--- src/rtl/load_store_unit.sv ---
// ============================================================================
// load_store_unit
// ----------------------------------------------------------------------------
// Multi-cycle data-memory access stage. It accepts one load or store request
// from the register-read stage, runs exactly one bus transaction for it, and
// returns a lane-aligned, sign/zero-extended load result for write-back.
// It owns byte-lane steering, write strobes, the valid/ready handshake and
// bus-timeout detection.
//
// Optional build feature:
//   MISALIGN_TRAP_EN  when defined, a misaligned half or word access raises
//                     fault without issuing any bus request.
//
// Parameters:
//   TIMEOUT      max cycles mem_valid may wait for mem_ready (0 = never)
//
// Ports:
//   clk          clock, rising edge
//   rst          asynchronous active-high reset
//   start        request strobe, only sampled while idle
//   is_store     1 = store, 0 = load
//   size         00 byte, 01 half, 10/11 word
//   is_unsigned  loads: 1 = zero-extend, 0 = sign-extend
//   addr         byte address
//   store_data   store operand in the low bits
//   busy         transaction in flight (cycle after accept through done)
//   done         one-cycle completion pulse
//   fault        qualifies done: timeout or misaligned access
//   load_data    extended load result, held until the next successful load
//   mem_valid    bus request
//   mem_we       bus write enable
//   mem_addr     word-aligned bus address
//   mem_wdata    store data replicated across the lanes of its size
//   mem_wstrb    byte enables, zero for loads
//   mem_ready    bus accept/complete, mem_rdata valid in the same cycle
//   mem_rdata    bus read data
// ============================================================================
module load_store_unit #(
    parameter int TIMEOUT = 16
) (
    input  logic        clk,
    input  logic        rst,
    input  logic        start,
    input  logic        is_store,
    input  logic [1:0]  size,
    input  logic        is_unsigned,
    input  logic [31:0] addr,
    input  logic [31:0] store_data,
    output logic        busy,
    output logic        done,
    output logic        fault,
    output logic [31:0] load_data,
    output logic        mem_valid,
    output logic        mem_we,
    output logic [31:0] mem_addr,
    output logic [31:0] mem_wdata,
    output logic [3:0]  mem_wstrb,
    input  logic        mem_ready,
    input  logic [31:0] mem_rdata
);

    typedef enum logic [1:0] {
        S_IDLE = 2'd0,
        S_REQ  = 2'd1,
        S_DONE = 2'd2
    } state_e;

    localparam int CW = (TIMEOUT > 1) ? $clog2(TIMEOUT + 1) : 1;

    state_e         state_q, state_d;
    logic [CW-1:0]  cnt_q, cnt_d;
    logic [CW-1:0]  cnt_inc;
    logic           fault_q, fault_d;
    logic           timeout_hit;
    logic           misalign;
    logic           accept;

    logic           is_store_q;
    logic [1:0]     size_q;
    logic           uns_q;
    logic [1:0]     off_q;
    logic [31:0]    mem_addr_q;
    logic [31:0]    mem_wdata_q;
    logic [3:0]     mem_wstrb_q;
    logic [31:0]    load_data_q;

    logic [3:0]     wstrb_new;
    logic [31:0]    wdata_new;
    logic [7:0]     lane_byte;
    logic [15:0]    lane_half;
    logic [31:0]    ld_ext;

    assign accept  = (state_q == S_IDLE) && start;
    assign cnt_inc = cnt_q + CW'(1);

    // The timeout fires on the REQ cycle whose increment would make the wait
    // count equal TIMEOUT, so mem_valid is seen for exactly TIMEOUT cycles.
    assign timeout_hit = (TIMEOUT > 0) && (int'(cnt_inc) == TIMEOUT);

`ifdef MISALIGN_TRAP_EN
    // Half needs addr[0]=0, word (size 10 or 11) needs addr[1:0]=0.
    assign misalign = ((size == 2'b01) && addr[0]) ||
                      (size[1] && (addr[1:0] != 2'b00));
`else
    assign misalign = 1'b0;
`endif

    // State register, plus the timeout counter and fault flag that travel
    // with the state transitions.
    always_ff @(posedge clk or posedge rst) begin
        if (rst) begin
            state_q <= S_IDLE;
            cnt_q   <= '0;
            fault_q <= 1'b0;
        end else begin
            state_q <= state_d;
            cnt_q   <= cnt_d;
            fault_q <= fault_d;
        end
    end

    // Next-state logic. A ready in the same cycle the timeout would fire
    // takes priority, so a late but in-budget response is not a fault.
    always_comb begin
        state_d = state_q;
        cnt_d   = cnt_q;
        fault_d = fault_q;
        case (state_q)
            S_IDLE: begin
                if (start) begin
                    if (misalign) begin
                        state_d = S_DONE;
                        fault_d = 1'b1;
                    end else begin
                        state_d = S_REQ;
                        cnt_d   = '0;
                        fault_d = 1'b0;
                    end
                end
            end
            S_REQ: begin
                if (mem_ready) begin
                    state_d = S_DONE;
                    fault_d = 1'b0;
                end else if (timeout_hit) begin
                    state_d = S_DONE;
                    fault_d = 1'b1;
                end else begin
                    cnt_d = cnt_inc;
                end
            end
            S_DONE: begin
                state_d = S_IDLE;
            end
            default: begin
                state_d = S_IDLE;
                fault_d = 1'b0;
            end
        endcase
    end

    // Handshake outputs decode straight from the state register so an
    // asynchronous reset drops mem_valid without waiting for a clock edge.
    always_comb begin
        busy      = (state_q != S_IDLE);
        done      = (state_q == S_DONE);
        fault     = (state_q == S_DONE) && fault_q;
        mem_valid = (state_q == S_REQ);
        mem_we    = (state_q == S_REQ) && is_store_q;
    end

    // Lane steering for the incoming request: strobes select the bytes the
    // store touches and the data is replicated so every lane carries it.
    always_comb begin
        wstrb_new = 4'b0000;
        wdata_new = store_data;
        case (size)
            2'b00: begin
                wstrb_new = 4'b0001 << addr[1:0];
                wdata_new = {4{store_data[7:0]}};
            end
            2'b01: begin
                wstrb_new = addr[1] ? 4'b1100 : 4'b0011;
                wdata_new = {2{store_data[15:0]}};
            end
            default: begin
                wstrb_new = 4'b1111;
                wdata_new = store_data;
            end
        endcase
        if (!is_store) begin
            wstrb_new = 4'b0000;
        end
    end

    // Load extraction uses the request fields latched at accept, since the
    // register-read inputs may have moved on while the bus is waiting.
    always_comb begin
        lane_byte = mem_rdata[7:0];
        case (off_q)
            2'd0:    lane_byte = mem_rdata[7:0];
            2'd1:    lane_byte = mem_rdata[15:8];
            2'd2:    lane_byte = mem_rdata[23:16];
            default: lane_byte = mem_rdata[31:24];
        endcase
        lane_half = off_q[1] ? mem_rdata[31:16] : mem_rdata[15:0];
        case (size_q)
            2'b00:   ld_ext = uns_q ? {24'h000000, lane_byte}
                                    : {{24{lane_byte[7]}}, lane_byte};
            2'b01:   ld_ext = uns_q ? {16'h0000, lane_half}
                                    : {{16{lane_half[15]}}, lane_half};
            default: ld_ext = mem_rdata;
        endcase
    end

    // Request latches and the load result. The result register is written
    // on the ready edge so it is already valid during the done cycle;
    // stores, timeouts and misalign traps never reach this path.
    always_ff @(posedge clk or posedge rst) begin
        if (rst) begin
            is_store_q  <= 1'b0;
            size_q      <= 2'b00;
            uns_q       <= 1'b0;
            off_q       <= 2'b00;
            mem_addr_q  <= 32'h0;
            mem_wdata_q <= 32'h0;
            mem_wstrb_q <= 4'b0000;
            load_data_q <= 32'h0;
        end else begin
            if (accept) begin
                is_store_q  <= is_store;
                size_q      <= size;
                uns_q       <= is_unsigned;
                off_q       <= addr[1:0];
                mem_addr_q  <= {addr[31:2], 2'b00};
                mem_wdata_q <= wdata_new;
                mem_wstrb_q <= wstrb_new;
            end
            if ((state_q == S_REQ) && mem_ready && !is_store_q) begin
                load_data_q <= ld_ext;
            end
        end
    end

    assign mem_addr  = mem_addr_q;
    assign mem_wdata = mem_wdata_q;
    assign mem_wstrb = mem_wstrb_q;
    assign load_data = load_data_q;

endmodule
--- config.mk ---
export PLATFORM = sky130hd
export DESIGN_NAME = load_store_unit
export DESIGN_NICKNAME = d
export VERILOG_FILES = /design/src/rtl/load_store_unit.sv
export SDC_FILE = /design/constraint.sdc
export NUM_CORES = 1
export LEC_CHECK = 0
export CAP_MARGIN = 15
export CORE_MARGIN = 1
export CORE_UTILIZATION = 40
export DETAILED_ROUTE_END_ITERATION = 12
export PLACE_DENSITY = 0.77
export SYNTH_ARGS = -nofsm -noshare
export SYNTH_HDL_FRONTEND = slang
export SYNTH_SLANG_ARGS = --single-unit
export TNS_END_PERCENT = 10
--- constraint.sdc ---
create_clock -name clk -period 4 [get_ports clk]
set_clock_uncertainty 0.2 [all_clocks]
set_input_delay 0.8 -clock clk [delete_from_list [all_inputs] [get_ports clk]]
set_output_delay 0.8 -clock clk [all_outputs]
set_load 0.01 [all_outputs]
==> Yosys cells after proc, flatten, opt, wreduce, memory -nomap -nowiden <==
Cells that the tools add are included.
{ "word_totals": {"register_bits": 112, "out_inout_bits": 105, "elab_cells": 61} }
{ "op_classes": {"add_sub_neg": 1, "eq_ne": 11, "shifts": 1, "n_mux": 21, "n_bitwise": 1, "reduce_logical": 15} }
{ "op_table": {"columns": ["operator", "n"], "rows": [
  ["32-bit case mux with 2 select lines", 2],
  ["32-bit two-way mux", 2],
  ["8-bit case mux with 3 select lines", 1],
  ["16-bit two-way mux", 1],
  ["5-bit two-way mux", 3],
  ["5-bit case mux with 2 select lines", 1],
  ["2-bit by 1-bit equality test with 1-bit output (second input constant)", 4],
  ["2-bit zero test", 4],
  ["4-bit two-way mux", 2],
  ["4-bit case mux with 2 select lines", 1],
  ["2-bit two-way mux", 3],
  ["2-bit != test (second input constant)", 3],
  ["5-bit by 1-bit adder with 5-bit output (second input constant)", 1],
  ["5-bit equality test (second input constant)", 1],
  ["1-bit logical AND", 5],
  ["2-bit equality test (second input constant)", 2],
  ["2-bit case mux with 2 select lines", 1],
  ["4-bit AND reduction", 1],
  ["2-bit nonzero test", 2],
  ["1-bit by 2-bit left shift with 4-bit output (first input constant)", 1],
  ["1-bit two-way mux", 3],
  ["3-bit by 1-bit != test with 1-bit output (second input constant)", 1],
  ["1-bit case mux with 3 select lines", 1],
  ["3-bit AND reduction", 1],
  ["3 further kinds", 3]
]} }

==> Longest topological paths before layout <==
Gate-level depths: netlist (run 1).
{ "logic_depth": {"ltp_word": 5, "mapped_depth": 7} }

==> Worst setup path before layout (run 1) <==
No wires, ideal clock.
{ "synth_path": {"path_type": "input to register", "startpoint": "in mem_rdata[31]", "endpoint": "reg load_data_q[16], in the netlist load_data[16]", "arrival_time_ns": 1.804, "required_ns": 3.678, "slack_ns": 1.875, "stages": 5, "path_buffers": 1, "path_cell_list": "mux4_2 > or2_4 > nand3_4 > buf_12 > nand3_2"} }
{ "synth_via": {"elab_chain_len": 3, "elab_cells_between_ends": 5, "classes_between": "mux: 5"} }
{ "synth_rtl": {"columns": ["element", "line_no", "rtl"], "rows": [
  ["start: declaration", "59", "input logic [31:0] mem_rdata"],
  ["8-bit case mux with 3 select lines / 16-bit two-way mux (equally long branches)", "200, 206", null],
  ["32-bit two-way mux (on tied branches)", "208, 210", null],
  ["32-bit case mux with 2 select lines (*)", "207", "case (size_q)"],
  ["end signal: assignment", "240", "load_data_q <= ld_ext;"],
  ["end: declaration", "85", "logic [31:0] load_data_q;"]
]} }
Every way passes the cells marked *; elsewhere a longest branch is shown, timed or not.
A chain may end at the register's enable or synchronous reset.

==> Worst setup path after layout (run 1) <==
{ "layout_path": {"startpoint": "reg state_q[1]", "endpoint": "out mem_we"} }
{ "layout_via": {"elab_chain_len": 2} }
{ "layout_rtl": {"columns": ["element", "line_no", "rtl"], "rows": [
  ["start: declaration", "70", "state_e state_q, state_d;"],
  ["start signal: assignment", "116", "state_q <= state_d;"],
  ["2-bit by 1-bit equality test with 1-bit output", "169", "mem_we = (state_q == S_REQ) && is_store_q;"],
  ["1-bit logical AND", "169", null],
  ["end: declaration", "54", "output logic mem_we,"]
]} }
No other way between the ends.

==> reports/metrics.csv, run 1 <==
stage,metric,value,unit
clock_tree,clock buffer depth,2,
status,run status,finished clean,
sta,Hold Fails Final Rpt,0,
grt,antenna violations before repair,0,
floorplanning,num rows,42,
setup_path,Critical Path Start Type,flip-flop,
sta,post-route minimum period,2.85,ns
setup_path,Worst setup EP type,output pin,
cells_and_area,"commonest non-fill, non-tap cells in the layout","clkdlybuf4s50_1 (206), nand2_1 (195), dfrtp_1 (112)",
routing,Post-Route WL,15500,um
grt,largest net degree at the start of global routing,100,
cells_and_area,Reg area,2800,um2
setup_path,Critical Path Fanout Max,8,
sta,worst slew pin tran,1.06,ns
sta,final worst-path cycle share,0.714,
floorplanning,Ports,209,
logic_synthesis,Mapped Area,5400,um2
placement,detailed placer's ending HPWL,11200,um
routing,drt first pass iters,5,
grt,first-pass GRT wire length,25200,um
routing,drt drc,0,
logic_synthesis,post-synthesis compound-gate area fraction,0.131,
logic_synthesis,register bit total from synthesis,112,
floorplanning,die height,118,um
logic_synthesis,largest family of logic cells by synthesized area,simple AND/OR/NAND/NOR gates,
logic_synthesis,Post-synth EDFFs,0,
setup_path,Arrival @ worst endpoint,1.85,ns
cells_and_area,"commonest non-fill, non-tap cell in the layout",clkdlybuf4s50_1,
logic_synthesis,multiplexer share of the synthesized area,0.0686,
setup_path,CP required,3.00,ns
logic_synthesis,"Warnings, synthesis",0,
sta,f_max,350,MHz
setup_path,Reg2Reg Depth,4,
grt,vias in the first global route,4963,
grt,GR Overflow Total,0,
routing,Iter 0 DRT Violations,340,
cells_and_area,number of diodes,0,
logic_synthesis,Post-synth ARST share,1.00,
logic_synthesis,Synth Area in XOR/XNOR,0,
clock_tree,root buf cell,clkbuf_16,
worst_hold_path,Hold Crit Class,reg -> reg,
clock_tree,H-Tree Depth,3,
cells_and_area,# nets final,877,
sta,Final TNS setup,0,ns
clock_tree,clk sinks,112,
sta,final setup vio count,0,
job,max-cap violations,0,
clock_tree,cts repair resizes,0,
clock_tree,clk slew on worst S/H paths,0.08,ns
cells_and_area,area delta synth->final,44.6,%
power,pwr/cell area,649,nW/um2
logic_synthesis,post-synthesis cell type count,50,
cells_and_area,fillcell total,1135,
worst_hold_path,hold depth,2,
floorplanning,die area,14000,um2
floorplanning,Die Span X,118,um
cells_and_area,Multi-input gate area,2350,um2
logic_synthesis,Syn Inst Count,589,
clock_tree,total CTS buffers,9,
logic_synthesis,share of the yosys chip area belonging to registers,0.519,
cells_and_area,layout cells sized above 1,0.0619,
routing,drt wl/cell,16.3,um
power,Power Total,5.07,mW
floorplanning,Initial Utilization,0.409,
clock_tree,Worst-Skew Late Latency,0.36,ns
routing,Final ANT Viol Nets,0,
clock_tree,postcts setup bufs,0,
sta,RSZ-0062 raised after global routing,false,
sta,max-slew violation count,0,
placement,Port Buffers,206,
placement,GPL Wtd Cong,0.862,
power,Peak VDD IR,0.307,mV
sta,max_slew headroom,0.294,
logic_synthesis,ys flop type,dfrtp_1,
clock_tree,CTS tree,done,
routing,Via Count,4975,
logic_synthesis,simple-gate share of the synthesized area,0.231,
setup_path,Crit Path Class,reg -> out,
logic_synthesis,adder-cell share of the synthesized area,0.00232,
logic_synthesis,mean area per synthesized cell,9.16,um2
clock_tree,CTS Hold Bufs,0,
floorplanning,Core Box Area,13200,um2
grt,Tot GR Track Use,0.228,
power,LEAKAGE,3.57,nW
routing,average vias per placed instance,5.23,
==> cells in the mapped netlist, types with 2 or more instances <==
master | n | area share
buf_2 | 12 | 0.011
o31ai_1 | 5 | 0.0070
buf_4 | 5 | 0.0070
and2_1 | 8 | 0.0093
nand2_1 | 195 | 0.14
mux2_2 | 6 | 0.013
nor3b_4 | 2 | 0.0070
nand3_1 | 24 | 0.022
o22ai_1 | 8 | 0.0093
buf_1 | 4 | 0.0028
nor2b_1 | 2 | 0.0023
nand3_2 | 10 | 0.019
a21o_1 | 2 | 0.0028
a211oi_1 | 15 | 0.021
a21oi_1 | 14 | 0.013
a31oi_1 | 2 | 0.0023
dfrtp_1 | 112 | 0.52
o22a_1 | 6 | 0.0097
clkbuf_1 | 16 | 0.011
buf_6 | 2 | 0.0042
inv_1 | 10 | 0.0070
a211o_1 | 2 | 0.0032
o21ai_0 | 46 | 0.043
o21ai_1 | 7 | 0.0065
mux2i_1 | 28 | 0.052
nor3b_1 | 2 | 0.0028
or3b_1 | 2 | 0.0032
nor2_1 | 19 | 0.013
and3_1 | 2 | 0.0023
==> critical path, cell delays in order (launching register included) <==
cell and delay (ns):
dfrtp_1 0.44, and2b_1 0.37, and2_1 0.16, clkdlybuf4s50_1 0.53
==> through the flow <==
step,setup WS (ns),hold WS [ns],utilization,cells,cell area [um2]
floorplan,0.0410,0.295,-,590,5400
global placement,0.998,0.258,0.571,937,7530
global route,1.06,0.296,0.592,952,7800
finish,1.15,0.278,0.592,952,7800
CTS,1.12,0.281,0.592,952,7800
detailed placement,0.946,0.262,0.571,937,7530
==> state kept, by name, indices dropped and copies added (netlist names) <==
register,count
fault_q,1
mem_addr,30
uns_q,1
mem_wstrb,4
state_q,2
is_store_q,1
size_q,2
mem_wdata,32
cnt_q,5
load_data,32
off_q,2
==> area by class of cell <==
type,count,share of cell area
tap,176,0.0282
timing repair buffer,211,0.271
multi-input combinational,428,0.301
sequential,112,0.359
clock inverter,6,0.00673
clock buffer,9,0.0289
inverter,10,0.00513
==> worst paths after layout <==
path / end / slack, ns / from
max: mem_we / 1.15 / state_q[1]
min: mem_addr[21] / 0.28 / mem_addr[21]
max reg2reg: load_data[2] / 1.53 / size_q[1]
min reg2reg: mem_addr[21] / 0.28 / mem_addr[21]
max in group asynchronous: mem_addr[16] / 2.08 / rst
min in group asynchronous: mem_addr[8] / 0.76 / rst
==> layer usage <==
metal  vias up  GRT usage  wire [um]
met4         0     0.0970        412
met3        31     0.0589       1300
met5         -          0          0
li1       2352          -          -
met1      2373      0.282       6420
met2       219      0.378       7400
==> power by group <==
| group | leakage (nW) | internal (mW) | switching, mW |
|---|---|---|---|
| combinational | 2.03 | 1.20 | 1.02 |
| sequential | 1.40 | 1.59 | 0.382 |
| clock | 0.141 | 0.432 | 0.436 |
==> kinds of logic after synthesis <==
family / count (synthesis)
AND/OR/NAND/NOR: 275
multiplexers: 35
adder cells (fa/ha/maj): 1
flip-flops: 112
other: 1
buffers and inverters: 50
AO/OA/AOI/OAI: 115
Power figures use the tool's default switching activity.
==> inputs of run 2 (changes only) <==
==> constraint.sdc (replaced) <==
create_clock -name clk -period 2.4 [get_ports clk]
set_clock_uncertainty 0.2 [all_clocks]
set_input_delay 0.48 -clock clk [delete_from_list [all_inputs] [get_ports clk]]
set_output_delay 0.48 -clock clk [all_outputs]
set_load 0.01 [all_outputs]
==> run 2 against run 1 <==
  * Via count rose by 2.5%
  * Worst hold slack got worse by 0.0030 ns
  * Design area rose by 2.3%
  * Global-route usage rose by 0.62 points
  * First-iteration DRC count rose by 35%
  * Power rose by 70%
  * Setup slack got worse by 1.1 ns
  * Sequential power rose by 62%
  * Clock-buffer cell count rose by 1
==> reports/metrics.csv, run 2 (same netlist as run 1, synthesis figures left out) <==
stage,metric,value,unit,change
status,run status,finished clean,,
placement,Inst Count DP,953,,+1.7%
setup_path,Crit Path Class,reg -> out,,
floorplanning,Core Box Area,13200,um2,unchanged
clock_tree,total CTS buffers,9,,unchanged
cells_and_area,layout cells sized above 1,0.0855,,+0.0237
setup_path,Worst setup EP type,output pin,,
cells_and_area,"commonest non-fill, non-tap cell in the layout",clkdlybuf4s50_1,,
placement,detailed placer's ending HPWL,12000,um,+6.5%
cells_and_area,area delta synth->final,48.0,%,
clock_tree,clk sinks,112,,unchanged
setup_path,Reg2Reg Depth,6,,+2
power,net switching power,3.14,mW,+70%
cells_and_area,# nets final,895,,+2.1%
floorplanning,die height,118,um,unchanged
cells_and_area,Layout Utilization,0.605,,+0.0136
sta,f_max,424,MHz,
placement,GPL Wtd Cong,0.943,,+9.4%
floorplanning,Ports,209,,unchanged
clock_tree,clk slew on worst S/H paths,0.07,ns,about the same
setup_path,flop-to-flop setup slack,0.37,ns,-1.16 ns
floorplanning,Die Span X,118,um,unchanged
clock_tree,root buf cell,clkbuf_16,,
worst_hold_path,hold depth,2,,unchanged
routing,drt first pass iters,6,,+1
cells_and_area,fillcell total,1087,,-4.2%
grt,Tot GR Track Use,0.234,,+0.00620
clock_tree,clock buffer depth,2,,unchanged
cells_and_area,number of diodes,0,,unchanged
setup_path,reg2reg start,state_q[1],,
worst_hold_path,Hold Crit Class,reg -> reg,,
clock_tree,H-Tree Depth,3,,unchanged
power,LEAKAGE,3.65,nW,+2.4%
sta,max-slew violation count,0,,unchanged
setup_path,reg2reg end,load_data[18],,
grt,first-pass GRT wire length,25700,um,+2.1%
floorplanning,die area,14000,um2,unchanged
job,max-cap violations,0,,unchanged
floorplanning,num rows,42,,unchanged
power,sequential group share of total power,0.369,,-0.020
cells_and_area,"commonest non-fill, non-tap cells in the layout","clkdlybuf4s50_1 (206), nand2_1 (195), dfrtp_1 (111)",,
routing,Final ANT Viol Nets,0,,unchanged
routing,drt drc,0,,unchanged
power,combinational share of power,0.463,,+0.024
power,pwr/cell area,1080,nW/um2,+67%
floorplanning,Initial Utilization,0.409,,unchanged
worst_hold_path,worst-case hold path end point,mem_wdata[8],,
placement,Port Buffers,206,,unchanged
clock_tree,CTS Hold Bufs,0,,unchanged
grt,antenna violations before repair,0,,unchanged
routing,Post-Route WL,16200,um,+4.1%
sta,max_slew headroom,0.557,,+0.263
setup_path,Arrival @ worst endpoint,1.68,ns,-0.17 ns
cells_and_area,Finished Layout Cells,971,,+2.0%
power,switching share of power,0.363,,about the same
grt,vias in the first global route,5152,,+3.8%
sta,Hold Fails Final Rpt,0,,unchanged
sta,worst slew pin tran,0.664,ns,-0.394 ns
sta,post-route minimum period,2.36,ns,
grt,largest net degree at the start of global routing,113,,+13%
routing,Iter 0 DRT Violations,458,,+35%
setup_path,Critical Path Start Type,flip-flop,,
clock_tree,Worst-Skew Late Latency,0.36,ns,about the same
sta,final setup vio count,0,,unchanged
worst_hold_path,hold_sp,mem_wdata[8],,
setup_path,Critical Path Fanout Max,7,,-1
clock_tree,CTS tree,done,,
routing,drt wl/cell,16.7,um,+2.1%
setup_path,CP required,1.72,ns,-1.28 ns
routing,Via Count,5097,,+2.5%
power,Power Total,8.64,mW,+70%
power,internal power,5.50,mW,+70%
power,Peak VDD IR,0.437,mV,+42%
power,Clk network pwr share,0.168,,-0.003
grt,GR Overflow Total,0,,unchanged
sta,final worst-path cycle share,0.983,,
routing,average vias per placed instance,5.25,,+0.45%
==> run 2: critical path: stages, from the launching register on <==
cell and delay, ns:
dfrtp_2 0.45, and2b_2 0.24, and2_1 0.12, clkdlybuf4s50_1 0.52
==> run 2: worst max-delay path by stage <==
| stage | startpoint | endpoint | slack (ns) | depth (start not counted) |
|---|---|---|---|---|
| final | state_q[1] | mem_we | 0.04 | 3 |
| after global routing | state_q[1] | mem_we | -0.003 | 3 |
| after CTS | state_q[1] | mem_we | 0.02 | 3 |
| after detailed placement | mem_rdata[23] | load_data[29] | 0.05 | 5 |
| after global placement | mem_rdata[23] | load_data[29] | 0.07 | 5 |
| after floorplan | rst | cnt_q[0] | 0.36 | 1 |
==> run 2: routing by layer <==
layer	global-route usage	part of all wire
met1	0.274	0.39
met2	0.399	0.48
met3	0.0753	0.10
met4	0.0921	0.026
met5	0	0
==> run 2: area by class of cell <==
class,instances,area (um2),share of cell area
clock buffers,10,229,0.0287
multi-input cells,428,2350,0.295
flip-flops and latches,112,2800,0.351
inverters,10,41.3,0.00517
repair buffers,229,2280,0.286
well taps,176,220,0.0276
clock inverters,6,51.3,0.00643
==> run 2: power groups by stage <==
stage / sequential (mW) / combinational (mW) / clock (mW)
3_3_place_gp: 3.17 / 3.89 / 0
5_1_grt: 3.27 / 4.34 / 1.56
6_report: 3.19 / 4.00 / 1.45
3_5_place_dp: 3.21 / 3.99 / 0
2_1_floorplan: 3.44 / 1.56 / 0
4_1_cts: 3.18 / 4.02 / 1.49
==> run 2: repair_timing <==
action,4_1_cts,5_1_grt
pin swaps,0,0
setup buffers,1,1
resized for setup,1,1
endpoints found under the setup margin,2,1
gates cloned,0,0
==> run 2: per-stage QoR <==
stage                     hold WS [ns]  setup TNS (ns)  setup slack [ns]  cell area [um2]
final                            0.275               0            0.0415             7980
after global placement           0.257               0            0.0668             7680
after CTS                        0.284               0            0.0221             7970
after detailed placement         0.265               0            0.0484             7680
after global routing             0.294        -0.00260          -0.00260             7980
after floorplan                  0.295               0             0.363             5400
==> inputs of run 3 (changes only) <==
--- a/config.mk
+++ b/config.mk
@@ -5,11 +5,12 @@
 export SDC_FILE = /design/constraint.sdc
 export NUM_CORES = 1
 export LEC_CHECK = 0
+export ABC_AREA = 1
 export CAP_MARGIN = 15
 export CORE_MARGIN = 1
-export CORE_UTILIZATION = 40
+export CORE_UTILIZATION = 39
 export DETAILED_ROUTE_END_ITERATION = 12
-export PLACE_DENSITY = 0.77
+export PLACE_DENSITY = 0.76
 export SYNTH_ARGS = -nofsm -noshare
 export SYNTH_HDL_FRONTEND = slang
 export SYNTH_SLANG_ARGS = --single-unit
==> run 3 against run 2 <==
  * First-iteration DRC count decreased by 14%
  * Combinational power is essentially flat
  * Final cell count grew 5.0%
  * Critical path depth up 1
  * Synthesized area is 4.3% lower
  * Clock power grew 6%
  * Critical path type unchanged
  * Critical endpoint unchanged
==> reports/metrics.csv, run 3 <==
stage,metric,value,unit,change
floorplanning,die height,117,um,-0.91%
clock_tree,postcts setup bufs,0,,-1
setup_path,top cell family by delay on the critical path,buffers and inverters,,
sta,final worst-path cycle share,0.945,,-0.0381
setup_path,Critical Path Fanout Max,8,,+1
cells_and_area,Reg area,2800,um2,about the same
logic_synthesis,post-synthesis cell type count,34,,-32%
floorplanning,Initial Utilization,0.404,,-0.00478
logic_synthesis,largest area contributor in the netlist,dfrtp_1,,
clock_tree,clock buffer depth,2,,unchanged
grt,largest net degree at the start of global routing,59,,-48%
clock_tree,CTS tree,done,,
sta,f_max,441,MHz,+4.0%
routing,drt first pass iters,5,,-1
logic_synthesis,Post-synth EDFFs,0,,unchanged
cells_and_area,fillcell total,1095,,+0.74%
routing,Iter 0 DRT Violations,395,,-14%
routing,average vias per placed instance,4.90,,-6.6%
routing,Via Count,5001,,-1.9%
logic_synthesis,"Warnings, synthesis",0,,unchanged
routing,Post-Route WL,15100,um,-6.6%
placement,Port Buffers,206,,unchanged
cells_and_area,Multi-input gate area,2050,um2,-13%
logic_synthesis,"top cells by count, synth","nand2_1 (251), dfrtp_1 (112), nor2_1 (66)",,
grt,Tot GR Track Use,0.222,,-0.0120
setup_path,Bufs and invs on worst path,2,,+1
cells_and_area,"commonest non-fill, non-tap cells in the layout","nand2_1 (251), clkdlybuf4s50_1 (206), dfrtp_1 (112)",,
clock_tree,clk slew on worst S/H paths,0.07,ns,about the same
setup_path,Crit Path Class,reg -> out,,
logic_synthesis,share of the synthesized area in the top cell type,0.543,,+0.0233
cells_and_area,layout cells sized above 1,0.0578,,-0.0278
clock_tree,clk sinks,112,,unchanged
power,Peak VDD IR,0.554,mV,+27%
clock_tree,CTS Hold Bufs,0,,unchanged
routing,drt drc,0,,unchanged
sta,final setup vio count,0,,unchanged
setup_path,Arrival @ worst endpoint,1.59,ns,-0.09 ns
logic_synthesis,"count leader, synth",nand2_1,,
clock_tree,root buf cell,clkbuf_16,,
placement,detailed placer's ending HPWL,11000,um,-8.1%
sta,post-route minimum period,2.27,ns,-0.0915 ns
sta,RSZ-0062 raised after global routing,false,,
setup_path,slowest cell on the critical path,clkdlybuf4s50_1,,
placement,GPL Wtd Cong,0.927,,-1.7%
logic_synthesis,share of the yosys chip area belonging to registers,0.543,,+0.0233
setup_path,Critical Path Start Type,flip-flop,,
sta,Hold Fails Final Rpt,0,,unchanged
cells_and_area,"commonest non-fill, non-tap cell in the layout",nand2_1,,
setup_path,Worst setup EP type,output pin,,
floorplanning,Ports,209,,unchanged
power,LEAKAGE,3.59,nW,-1.7%
cells_and_area,area delta synth->final,49.6,%,
setup_path,flop-to-flop setup slack,0.48,ns,+0.11 ns
setup_path,Critical Path Max Stage Delay,0.54,ns,+0.02 ns
power,pwr/cell area,1140,nW/um2,+5.2%
setup_path,worst path cell trace,inv_2 > nand2_4 > nor2_1 > clkdlybuf4s50_1,,
floorplanning,Core Box Area,12800,um2,-3.2%
clock_tree,total CTS buffers,9,,unchanged
grt,first-pass GRT wire length,23300,um,-9.4%
status,run status,finished clean,,
routing,drt wl/cell,14.8,um,-11%
setup_path,CP required,1.72,ns,about the same
logic_synthesis,ys flop type,dfrtp_1,,
placement,"Cell Area, Placed",7420,um2,-3.4%
cells_and_area,cell area after layout,7720,um2,-3.2%
grt,vias in the first global route,4487,,-13%
grt,GR Overflow Total,0,,unchanged
routing,Final ANT Viol Nets,0,,unchanged
floorplanning,die area,13700,um2,-1.8%
worst_hold_path,Hold Crit Class,reg -> reg,,
cells_and_area,number of diodes,0,,unchanged
sta,worst slew pin tran,0.563,ns,-0.101 ns
floorplanning,Die Span X,117,um,-0.91%
clock_tree,H-Tree Depth,3,,unchanged
logic_synthesis,dominant cells by area after synthesis,"dfrtp_1 (54%), nand2_1 (18%), a21oi_1 (5.3%)",,
logic_synthesis,Syn Inst Count,643,,+9.2%
sta,max_slew headroom,0.623,,+0.0660
logic_synthesis,Post-synth ARST share,1.00,,unchanged
sta,Final TNS setup,0,ns,unchanged
logic_synthesis,mean area per synthesized cell,8.03,um2,-12%
logic_synthesis,Mapped Area,5160,um2,-4.3%
job,max-cap violations,0,,unchanged
clock_tree,Worst-Skew Late Latency,0.35,ns,about the same
grt,antenna violations before repair,0,,unchanged
sta,max-slew violation count,0,,unchanged
cells_and_area,# nets final,948,,+5.9%
logic_synthesis,register bit total from synthesis,112,,unchanged
floorplanning,num rows,41,,-2.4%
-- run 3: cell count changes after synthesis, sizes merged, moves of 7 or more --
cell    before  now
inv         10   35
a211oi      15    0
a31oi        2   24
o21ai       53   19
mux2i       28    0
clkbuf      16    8
nor2        19   67
nand2      195  254
a21oi       14   56
and2         8    1
o22ai        8    0
nand3       35   19
-- run 3: layer usage --
metal  global-route usage  vias to the layer above  share of wire
met5                    0                        -              0
met4               0.0937                        0          0.026
met3               0.0427                       28          0.063
met2                0.347                      212           0.46
met1                0.304                     2289           0.45
li1                     -                     2472              -
-- run 3: worst min-delay path, cell delays in order (launching register included) --
cell and delay [ns]:
dfrtp_1 0.34, nand2_1 0.05, nand2_1 0.05
-- run 3: path summary, 6_finish.rpt --
| check | startpoint | to | cells past startpoint |
|---|---|---|---|
| setup / recovery | state_q[1] | mem_we | 4 |
| hold / removal | fault_q | fault_q | 2 |
| setup reg to reg | off_q[1] | load_data[27] | 7 |
| hold reg to reg | fault_q | fault_q | 2 |
| max in group asynchronous | rst | mem_wdata[23] | 3 |
| min in group asynchronous | rst | load_data[5] | 3 |
-- run 3: repair_timing --
action / 4_1_cts / 5_1_grt
resized for setup: 0 / 2
endpoints found under the setup margin: 0 / 1
hold endpoints to repair: 0 / 0
-- run 3: power breakdown --
group	internal, mW	switching (mW)
Clock	0.817	0.718
Sequential	2.70	0.533
Combinational	2.09	1.93
Total	5.61	3.19
-- run 3: stage by stage --
stage | setup WS, ns | hold slack (ns) | cells | util | power [mW]
floorplan | 0.363 | 0.234 | 644 | - | 5.08
global placement | 0.302 | 0.253 | 1004 | 0.581 | 7.24
detailed placement | 0.250 | 0.260 | 1004 | 0.581 | 7.29
CTS | 0.0248 | 0.277 | 1020 | 0.604 | 8.85
global route | 0.0171 | 0.303 | 1020 | 0.605 | 9.39
finish | 0.133 | 0.272 | 1020 | 0.605 | 8.79
-- run 3: cell type report --
type | count | share of cell area
multi-input cells | 464 | 0.265
clock buffers | 10 | 0.0296
clock inverters | 6 | 0.00891
well taps | 172 | 0.0279
repair buffers | 219 | 0.286
inverters | 37 | 0.0198
flip-flops and latches | 112 | 0.363
-- run 3: kinds of logic after synthesis --
logic type                 synth area share
AOI/OAI and AO/OA                     0.118
adders and majority gates           0.00242
buffers and inverters                0.0625
DFF                                   0.543
other                              0.000726
and+or+nand+nor                       0.274
